**config.mk**
```make
export PLATFORM = sky130hd
export DESIGN_NAME = bp_update_scheduler
export DESIGN_NICKNAME = d
export VERILOG_FILES = /design/src/rtl/bp_update_scheduler_pkg.sv /design/src/rtl/bp_update_fifo.sv /design/src/rtl/bp_update_scheduler.sv
export SDC_FILE = /design/constraint.sdc
export NUM_CORES = 1
export LEC_CHECK = 0
export CORE_MARGIN = 2
export CORE_UTILIZATION = 35
export DETAILED_ROUTE_END_ITERATION = 10
export PLACE_DENSITY = 0.61
export SYNTH_ARGS = -nofsm -noshare
export SYNTH_HDL_FRONTEND = slang
export SYNTH_SLANG_ARGS = --single-unit
```
**constraint.sdc**
```tcl
create_clock -name clk -period 5.05 [get_ports clk]
set_clock_uncertainty 0.05 [all_clocks]
set_input_delay 1.515 -clock clk [delete_from_list [all_inputs] [get_ports clk]]
set_output_delay 1.515 -clock clk [all_outputs]
set_load 0.01 [all_outputs]
```
**src/rtl/bp_update_scheduler_pkg.sv**
```systemverilog
// -----------------------------------------------------------------------------
// bp_update_scheduler_pkg
// Shared types for the branch-predictor update path:
//   prediction_choice  - predicted/actual branch direction (not_take=0, take=1)
//   bp_update_t        - one queued predictor update {pc, taken}
//   bp_sched_state_t   - scheduler FSM states
//   BP_UPD_DEPTH       - default update FIFO depth
// -----------------------------------------------------------------------------
package bp_update_scheduler_pkg;

    typedef enum logic {
        not_take = 1'b0,
        take     = 1'b1
    } prediction_choice;

    typedef struct packed {
        logic [31:0]      pc;
        prediction_choice taken;
    } bp_update_t;

    typedef enum logic [1:0] {
        IDLE  = 2'd0,
        DRAIN = 2'd1,
        HOLD  = 2'd2
    } bp_sched_state_t;

    localparam int BP_UPD_DEPTH = 4;

endpackage

```
**src/rtl/bp_update_fifo.sv**
```systemverilog
// -----------------------------------------------------------------------------
// bp_update_fifo
// Synchronous FIFO of bp_update_t entries.
// Ports:
//   clk, rst_n       clock / async active-low reset (pointers and count only)
//   push_i, wdata_i  enqueue request and data (ignored when full)
//   pop_i            dequeue head (ignored when empty)
//   rdata_o          current head entry
//   full_o, empty_o  occupancy flags
//   count_o          current occupancy, 0..DEPTH
// -----------------------------------------------------------------------------
module bp_update_fifo
    import bp_update_scheduler_pkg::*;
#(
    parameter int DEPTH = BP_UPD_DEPTH
) (
    input  logic                   clk,
    input  logic                   rst_n,
    input  logic                   push_i,
    input  logic                   pop_i,
    input  bp_update_t             wdata_i,
    output bp_update_t             rdata_o,
    output logic                   full_o,
    output logic                   empty_o,
    output logic [$clog2(DEPTH):0] count_o
);

    localparam int PW = $clog2(DEPTH);
    localparam logic [PW-1:0] PTR_ONE = 1;
    localparam logic [PW:0]   CNT_MAX = (PW+1)'(DEPTH);

    bp_update_t    mem_q [DEPTH];
    logic [PW-1:0] wr_ptr_q, rd_ptr_q;
    logic [PW:0]   count_q;
    logic          push_ok, pop_ok;

    assign full_o  = (count_q == CNT_MAX);
    assign empty_o = (count_q == '0);
    assign push_ok = push_i && !full_o;
    assign pop_ok  = pop_i && !empty_o;
    assign rdata_o = mem_q[rd_ptr_q];
    assign count_o = count_q;

    // Storage carries no reset: stale entries are unreachable once count is 0.
    always_ff @(posedge clk) begin
        if (push_ok) mem_q[wr_ptr_q] <= wdata_i;
    end

    // Pointers wrap naturally since DEPTH is a power of two.
    always_ff @(posedge clk or negedge rst_n) begin
        if (!rst_n) begin
            wr_ptr_q <= '0;
            rd_ptr_q <= '0;
            count_q  <= '0;
        end else begin
            if (push_ok) wr_ptr_q <= wr_ptr_q + PTR_ONE;
            if (pop_ok)  rd_ptr_q <= rd_ptr_q + PTR_ONE;
            if (push_ok && !pop_ok)      count_q <= count_q + 1'b1;
            else if (!push_ok && pop_ok) count_q <= count_q - 1'b1;
        end
    end

endmodule

```
**src/rtl/bp_update_scheduler.sv**
```systemverilog
// -----------------------------------------------------------------------------
// bp_update_scheduler
// Buffers resolved branches and drains them one per cycle into the global
// branch predictor's single update port; counts branches and mispredicts.
// Ports:
//   clk, rst_n                        clock / async active-low reset
//   res_valid/res_ready               resolved-branch handshake
//   res_pc, res_taken, res_predicted  resolved branch payload
//   bp_block                          stall predictor updates
//   stat_clear                        synchronous clear of statistics
//   bp_write_en/bp_prev_pc/bp_branch_taken  registered predictor update port
//   mispredict                        registered pulse per accepted mispredict
//   branch_count, mispredict_count    saturating statistics
//   pending                           FIFO occupancy
// -----------------------------------------------------------------------------
module bp_update_scheduler
    import bp_update_scheduler_pkg::*;
#(
    parameter int DEPTH = BP_UPD_DEPTH,
    parameter int CNT_W = 32
) (
    input  logic                   clk,
    input  logic                   rst_n,
    input  logic                   res_valid,
    output logic                   res_ready,
    input  logic [31:0]            res_pc,
    input  prediction_choice       res_taken,
    input  prediction_choice       res_predicted,
    input  logic                   bp_block,
    input  logic                   stat_clear,
    output logic                   bp_write_en,
    output logic [31:0]            bp_prev_pc,
    output prediction_choice       bp_branch_taken,
    output logic                   mispredict,
    output logic [CNT_W-1:0]       branch_count,
    output logic [CNT_W-1:0]       mispredict_count,
    output logic [$clog2(DEPTH):0] pending
);

    localparam int CW = $clog2(DEPTH) + 1;

    bp_sched_state_t  state_q, state_d;
    bp_update_t       wr_entry, head;
    logic             full, empty, accept, drain, mis_now;
    logic [CW-1:0]    pending_nxt;
    logic             write_en_q;
    logic [31:0]      prev_pc_q;
    prediction_choice taken_q;
    logic             mispredict_q;
    logic [CNT_W-1:0] branch_cnt_q, branch_cnt_d, mis_cnt_q, mis_cnt_d;

    assign res_ready = !full;
    assign accept    = res_valid && res_ready;
    assign drain     = !empty && !bp_block && (state_q != IDLE);
    assign mis_now   = (res_taken != res_predicted);
    assign wr_entry  = '{pc: res_pc, taken: res_taken};

    bp_update_fifo #(.DEPTH(DEPTH)) u_fifo (
        .clk     (clk),
        .rst_n   (rst_n),
        .push_i  (accept),
        .pop_i   (drain),
        .wdata_i (wr_entry),
        .rdata_o (head),
        .full_o  (full),
        .empty_o (empty),
        .count_o (pending)
    );

    // Occupancy after this cycle's accept/drain; drives the FSM.
    always_comb begin
        pending_nxt = pending;
        if (accept && !drain)      pending_nxt = pending + 1'b1;
        else if (!accept && drain) pending_nxt = pending - 1'b1;
    end

    always_comb begin
        state_d = state_q;
        unique case (state_q)
            IDLE:        if (pending_nxt != '0) state_d = DRAIN;
            DRAIN, HOLD: begin
                if (pending_nxt == '0) state_d = IDLE;
                else if (bp_block)     state_d = HOLD;
                else                   state_d = DRAIN;
            end
            default:     state_d = IDLE;
        endcase
    end

    // Saturating counters; clear wins over a same-cycle increment.
    always_comb begin
        branch_cnt_d = branch_cnt_q;
        mis_cnt_d    = mis_cnt_q;
        if (stat_clear) begin
            branch_cnt_d = '0;
            mis_cnt_d    = '0;
        end else if (accept) begin
            if (branch_cnt_q != '1)          branch_cnt_d = branch_cnt_q + 1'b1;
            if (mis_now && (mis_cnt_q != '1)) mis_cnt_d   = mis_cnt_q + 1'b1;
        end
    end

    always_ff @(posedge clk or negedge rst_n) begin
        if (!rst_n) begin
            state_q      <= IDLE;
            write_en_q   <= 1'b0;
            prev_pc_q    <= '0;
            taken_q      <= not_take;
            mispredict_q <= 1'b0;
            branch_cnt_q <= '0;
            mis_cnt_q    <= '0;
        end else begin
            state_q      <= state_d;
            write_en_q   <= drain;
            mispredict_q <= accept && mis_now;
            branch_cnt_q <= branch_cnt_d;
            mis_cnt_q    <= mis_cnt_d;
            // Update port holds its last payload between strobes.
            if (drain) begin
                prev_pc_q <= head.pc;
                taken_q   <= head.taken;
            end
        end
    end

    assign bp_write_en      = write_en_q;
    assign bp_prev_pc       = prev_pc_q;
    assign bp_branch_taken  = taken_q;
    assign mispredict       = mispredict_q;
    assign branch_count     = branch_cnt_q;
    assign mispredict_count = mis_cnt_q;

endmodule
```
Yosys cells after proc, flatten, opt, wreduce, memory -nomap -nowiden
Memories as Yosys holds them, arrays and structs flattened. A register that Yosys moved wholly into a read port is not among the register bits.
Index checks and enable logic that the tools add are counted.

cells by class
  multiplexer cells = 16
  equality and inequality tests = 7
  reduce and logical (&&, ||, !) cells = 31
  $add $sub $neg = 6

operators with widths
  operator                                              count
  two-way mux 32 bit                                    6
  adder 32 x 1 -> 32 bit (second input constant)        2
  inequality test 32 bit (second input constant)        2
  two-way mux 3 bit                                     4
  logical AND 1 bit                                     11
  nonzero test 2 bit                                    5
  zero test 1 bit                                       8
  zero test 3 bit                                       2
  two-way mux 2 bit                                     3
  adder 2 x 1 -> 2 bit (second input constant)          2
  case mux 2 bit (2 select lines)                       1
  AND reduction 2 bit                                   2
  adder 3 x 1 -> 3 bit (second input constant)          1
  equality test 3 bit (second input constant)           1
  nonzero test 3 bit                                    1
  subtractor 3 x 1 -> 3 bit (second input constant)     1
  equality test 2 x 1 -> 1 bit (second input constant)  1
  equality test 2 bit (second input constant)           1
  zero test 2 bit                                       1
  two-way mux 1 bit                                     2
  inequality test 2 bit (second input constant)         1
  OR reduction 2 bit                                    1
  inequality test 1 bit                                 1

word-level totals
  word-level logic and storage cells = 69
  bits in registers = 75
  memories kept = 1
  RAM bits = 132
  bits of input ports = 39
  output and inout port bits = 103

memory list
  memory        depth  bits a word  read ports  clocked after Yosys merged registers in  write ports  line                  source
  u_fifo.mem_q  4      33           1           1                                        1            bp_update_fifo.sv:32  bp_update_t mem_q [DEPTH];

Logic depth before layout (Yosys ltp)
  depth after elaboration = 10
  mapped depth = 11
  depth with buffers taken out = 9

Hierarchy
Synthesis repeated with hierarchy kept, for this count alone.

unflattened totals
  cell total of the unflattened synthesis = 702
  area total of the unflattened synthesis = 10283.6 µm²

modules (own cells, without submodules)
  module               times used  cells each  sequential area each (µm²)  area each (µm²)
  bp_update_fifo       1           209         4139.0                      5242.5
  bp_update_scheduler  1           493         2527.4                      5041.1

Worst setup path after synthesis
No wires, ideal clock.

  kind = in2reg
  from = input port bp_block
  to = register u_fifo.count_q[2] (netlist: u_fifo.count_o[2])
  path buffers = 2
  data arrival time = 3.133 ns
  required time = 4.921 ns
  setup time = 0.079 ns
  stages = 8
  setup slack = 1.788 ns
  cell sequence = nor2_1 > and2_1 > clkbuf_1 > clkbuf_1 > inv_1 > ha_1 > nor2_1 > xor2_1

on the way
  cells in the longest elaborated chain, start to end = 7
  elaborated cells on any way between the ends = 9
  those cells by class = 1 x mux; 8 x reduce/logical

RTL lines
  element                                                  line                       source
  start, declared                                          bp_update_scheduler.sv:29  input logic bp_block,
  zero test 1 bit *                                        bp_update_scheduler.sv:54  assign drain = !empty && !bp_block && (state_q != IDLE);
  logical AND 1 bit * (2 in a row)                         bp_update_scheduler.sv:54
  named net drain                                          bp_update_scheduler.sv:44  logic full, empty, accept, drain, mis_now;
  logical AND 1 bit *                                      bp_update_fifo.sv:40       assign pop_ok = pop_i && !empty_o;
  zero test 1 bit                                          bp_update_fifo.sv:58       if (push_ok && !pop_ok) count_q <= count_q + 1'b1;
  logical AND 1 bit                                        bp_update_fifo.sv:58
  two-way mux 3 bit or nonzero test 2 bit (tied branches)  -
  end signal, assigned                                     bp_update_fifo.sv:58
  end signal, assigned                                     bp_update_fifo.sv:59       else if (!push_ok && pop_ok) count_q <= count_q - 1'b1;
  end, declared                                            bp_update_fifo.sv:34       logic [PW:0] count_q;

Mark *: on every way through the listed nets, which the timed path passes. The rest lies on a longest branch.
A chain may end at the register's enable or synchronous reset.

Worst setup path in the final report
  from = register u_fifo.count_q[0] (netlist: u_fifo.count_o[0])
  to = output port res_ready

on the way
  cells in the longest elaborated chain, start to end = 2

RTL lines
  element              line                       source
  equality test 3 bit  bp_update_fifo.sv:37       assign full_o = (count_q == CNT_MAX);
  zero test 1 bit      bp_update_scheduler.sv:52  assign res_ready = !full;
  end, declared        bp_update_scheduler.sv:25  output logic res_ready,

Every way passes these cells.

==> impl_metrics.json <==
{
  "status": "completed",
  "multi_input_area_um2": 3280,
  "drive_gt1_frac": 0.162,
  "rsz0062_at_grt": "false",
  "cp_max_fo": 6,
  "synth_xor_area_frac": 0.0190,
  "postCtsSetupRepairBufs": 0,
  "synthAdderAreaFrac": 0.0148,
  "synthCells": 686,
  "cts_buffer_depth": 3,
  "ctsHoldBuffers": 0,
  "cts-resized-gates": 0,
  "critPathBufInv": 2,
  "cp_top_family": "buffers and inverters",
  "fill_cells": 2550,
  "die_x_um": 174,
  "yosys_warnings": 0,
  "dr.pass1.iters": 4,
  "slowest_stage": "clkdlybuf4s50_1",
  "synthFlopType": "edfxtp_1",
  "synthTopCellsByCount": "edfxtp_1, dfrtp_1, a21oi_1, or3_1",
  "ys_seq_area_frac": 0.657,
  "pin_count": 142,
  "area_delta_synth_final_pct": 26.1,
  "use_met1": 0.203,
  "grt_usage": 0.148,
  "nets": 892,
  "wirelength_mm": 22.4,
  "ant_nets": 0,
  "root_buffer": "clkbuf_16",
  "worstMarginPinSlew_ns": 1.03,
  "yosys.area.top_type": "edfxtp_1",
  "synthSimpleGateAreaFrac": 0.107,
  "setup_viol_count_final": 0,
  "dr.first_iter.drc_count": 322,
  "crit_chain": "inv_1 > ha_1 > nand2_1 > clkdlybuf4s50_1",
  "synth_compound_area_frac": 0.0614,
  "grt_use_met2": 0.248,
  "max_freq_mhz": 284,
  "seq_area_um2": 6670,
  "clock_sinks": 240,
  "synth_nets": 737,
  "synth_top_area_frac": 0.391,
  "synth_most_common_cell": "edfxtp_1",
  "ir_drop_uv": 312,
  "fin_util": 0.447,
  "drc": 0,
  "die_h_um": 174,
  "maxSlewViolCount": 0,
  "syn-cell-area_um2": 10100,
  "cts.reportedPaths.clkPinSlew_ns": 0.06,
  "yosysUniqueCellTypes": 54,
  "clock_latency_ns": 0.53,
  "cts_tree": "yes",
  "cts_buffers": 26,
  "post_synth_mux_area_share": 0.120,
  "grt_max_degree": 65,
  "vias": 6297,
  "start_kind": "flip-flop",
  "synth_top_family_by_area": "multiplexers",
  "leakagePower_nw": 4.53,
  "core_region_area_um2": 28600,
  "relSlewSlack": 0.313,
  "ys_seq_elements": 240,
  "place_congestion": 0.764,
  "busiest_layer": "met2",
  "grt_pass1_wl_mm": 35.6,
  "hp-class": "reg -> reg",
  "period_share": 0.697,
  "dpl.hpwl_mm": 14.5,
  "crit_path_end_kind": "output port",
  "viasPerCell": 5.07,
  "grt-ovfl-total": 0,
  "arrival_ns": 1.96,
  "fin_tns_setup_ns": 0,
  "diodes": 0,
  "io_buffers": 141,
  "power_density_nw_per_um2": 476,
  "worstPathRequired_ns": 3.49,
  "async_flop_share": 0.450,
  "critPathMaxStageDelay_ns": 0.54,
  "detail_route.wl_per_cell_um": 18.1,
  "rows": 62,
  "ys_top_cells_by_area": "edfxtp_1, dfrtp_1, mux4_2",
  "worstSetupPathType": "reg -> out",
  "fin_crit_ns": 3.52,
  "hold_viol": 0,
  "layout_setup_ws_ns": 1.53,
  "maxCapViolations": 0,
  "antenna_found_initial": 0,
  "grt_pass1_vias": 6288,
  "initial_core_util": 0.355,
  "htree_levels": 1,
  "synth_edf_count": 132,
  "syn_avg_cell_area_um2": 14.8,
  "die_area_um2": 30400,
  "dpl_worst_slack_ns": 1.03,
  "grt_use_met3": 0.0238
}
-- cells in the final DEF (no fill, tap or decap), types with 4 or more instances in the layout --
master / count
a21oi_1: 45
and2_2: 5
and3_1: 4
and4_1: 8
buf_4: 13
clkbuf_1: 6
clkbuf_16: 26
clkbuf_8: 4
clkdlybuf4s50_1: 139
clkinv_1: 4
dfrtp_1: 106
edfxtp_1: 132
ha_1: 12
inv_1: 16
mux2_2: 33
mux2i_1: 6
mux4_2: 33
nand2_1: 31
nand3_1: 19
nand4_1: 16
nand4_2: 4
nor2_1: 28
nor2b_1: 4
nor4_1: 8
o21ai_0: 28
o21ai_1: 13
o31ai_1: 7
or3_1: 36
or4_1: 9
xnor2_1: 14
xor2_1: 8
-- state kept, by name (all words and copies together), names as in the netlist --
name / flops
state_q: 2
u_fifo.count_o: 3
bp_write_en: 1
mispredict: 1
branch_count: 32
u_fifo.rd_ptr_q: 2
bp_branch_taken: 1
u_fifo.wr_ptr_q: 2
bp_prev_pc: 32
u_fifo.mem_q: 132
mispredict_count: 32
-- per-layer routing --
layer  wire length (µm)  vias up  part of all wire
met1              10200     3205              0.45
li1                   -     2959                 -
met4                299        0             0.013
met3                830       20             0.037
met2              11100      113              0.50
met5                  0        -                 0
-- worst paths after layout --
| check | start | to | slack, ns | cells after the start |
|---|---|---|---|---|
| max | u_fifo.count_o[0] | res_ready | 1.53 | 4 |
| min | bp_branch_taken | bp_branch_taken | 0.45 | 1 |
| max reg2reg | mispredict_count[0] | mispredict_count[17] | 1.96 | 6 |
| min reg2reg | bp_branch_taken | bp_branch_taken | 0.45 | 1 |
| max in group asynchronous | rst_n | bp_prev_pc[19] | 3.18 | 2 |
| min in group asynchronous | rst_n | branch_count[20] | 0.97 | 1 |
-- cell type report --
| cell class | count | area share |
|---|---|---|
| inverters | 17 | 0.00499 |
| well taps | 384 | 0.0376 |
| multi-input cells | 402 | 0.256 |
| flip-flops and latches | 240 | 0.521 |
| clock inverters | 8 | 0.00489 |
| clock buffers | 36 | 0.0569 |
| repair buffers | 154 | 0.118 |
-- worst register-to-register path, stage by stage, from the launching register on --
cell and delay (ns):
dfrtp_1 0.44, ha_1 0.25, nand4_1 0.23, or4_4 0.65, o31ai_4 0.84, nor4_1 0.19, mux2_4 0.34
-- per-stage QoR --
step / hold WS, ns / instances / power, W / area (µm²)
floorplan: 0.479 / 686 / 0.00371 / 10100
global placement: 0.441 / 1197 / 0.00439 / 12000
detailed placement: 0.446 / 1197 / 0.00443 / 12000
CTS: 0.460 / 1241 / 0.00620 / 12800
global route: 0.473 / 1241 / 0.00643 / 12800
finish: 0.452 / 1241 / 0.00609 / 12800
-- power by group --
group          switching [W]  internal (W)  total (W)
logic               0.000671      0.000897    0.00157
clock network       0.000749       0.00100    0.00175
registers           0.000274       0.00250    0.00277
total                0.00169       0.00440    0.00609
-- cell families (layout without fill, tap and decap cells) --
group | count (synthesis) | after routing
AND/OR/NAND/NOR | 187 | 187
XOR/XNOR | 22 | 22
multiplexers | 75 | 75
flip-flops | 240 | 240
adder cells (fa/ha/maj) | 12 | 12
AO/OA/AOI/OAI | 106 | 106
buffers and inverters | 44 | 215
Power figures use the tool's default switching activity.
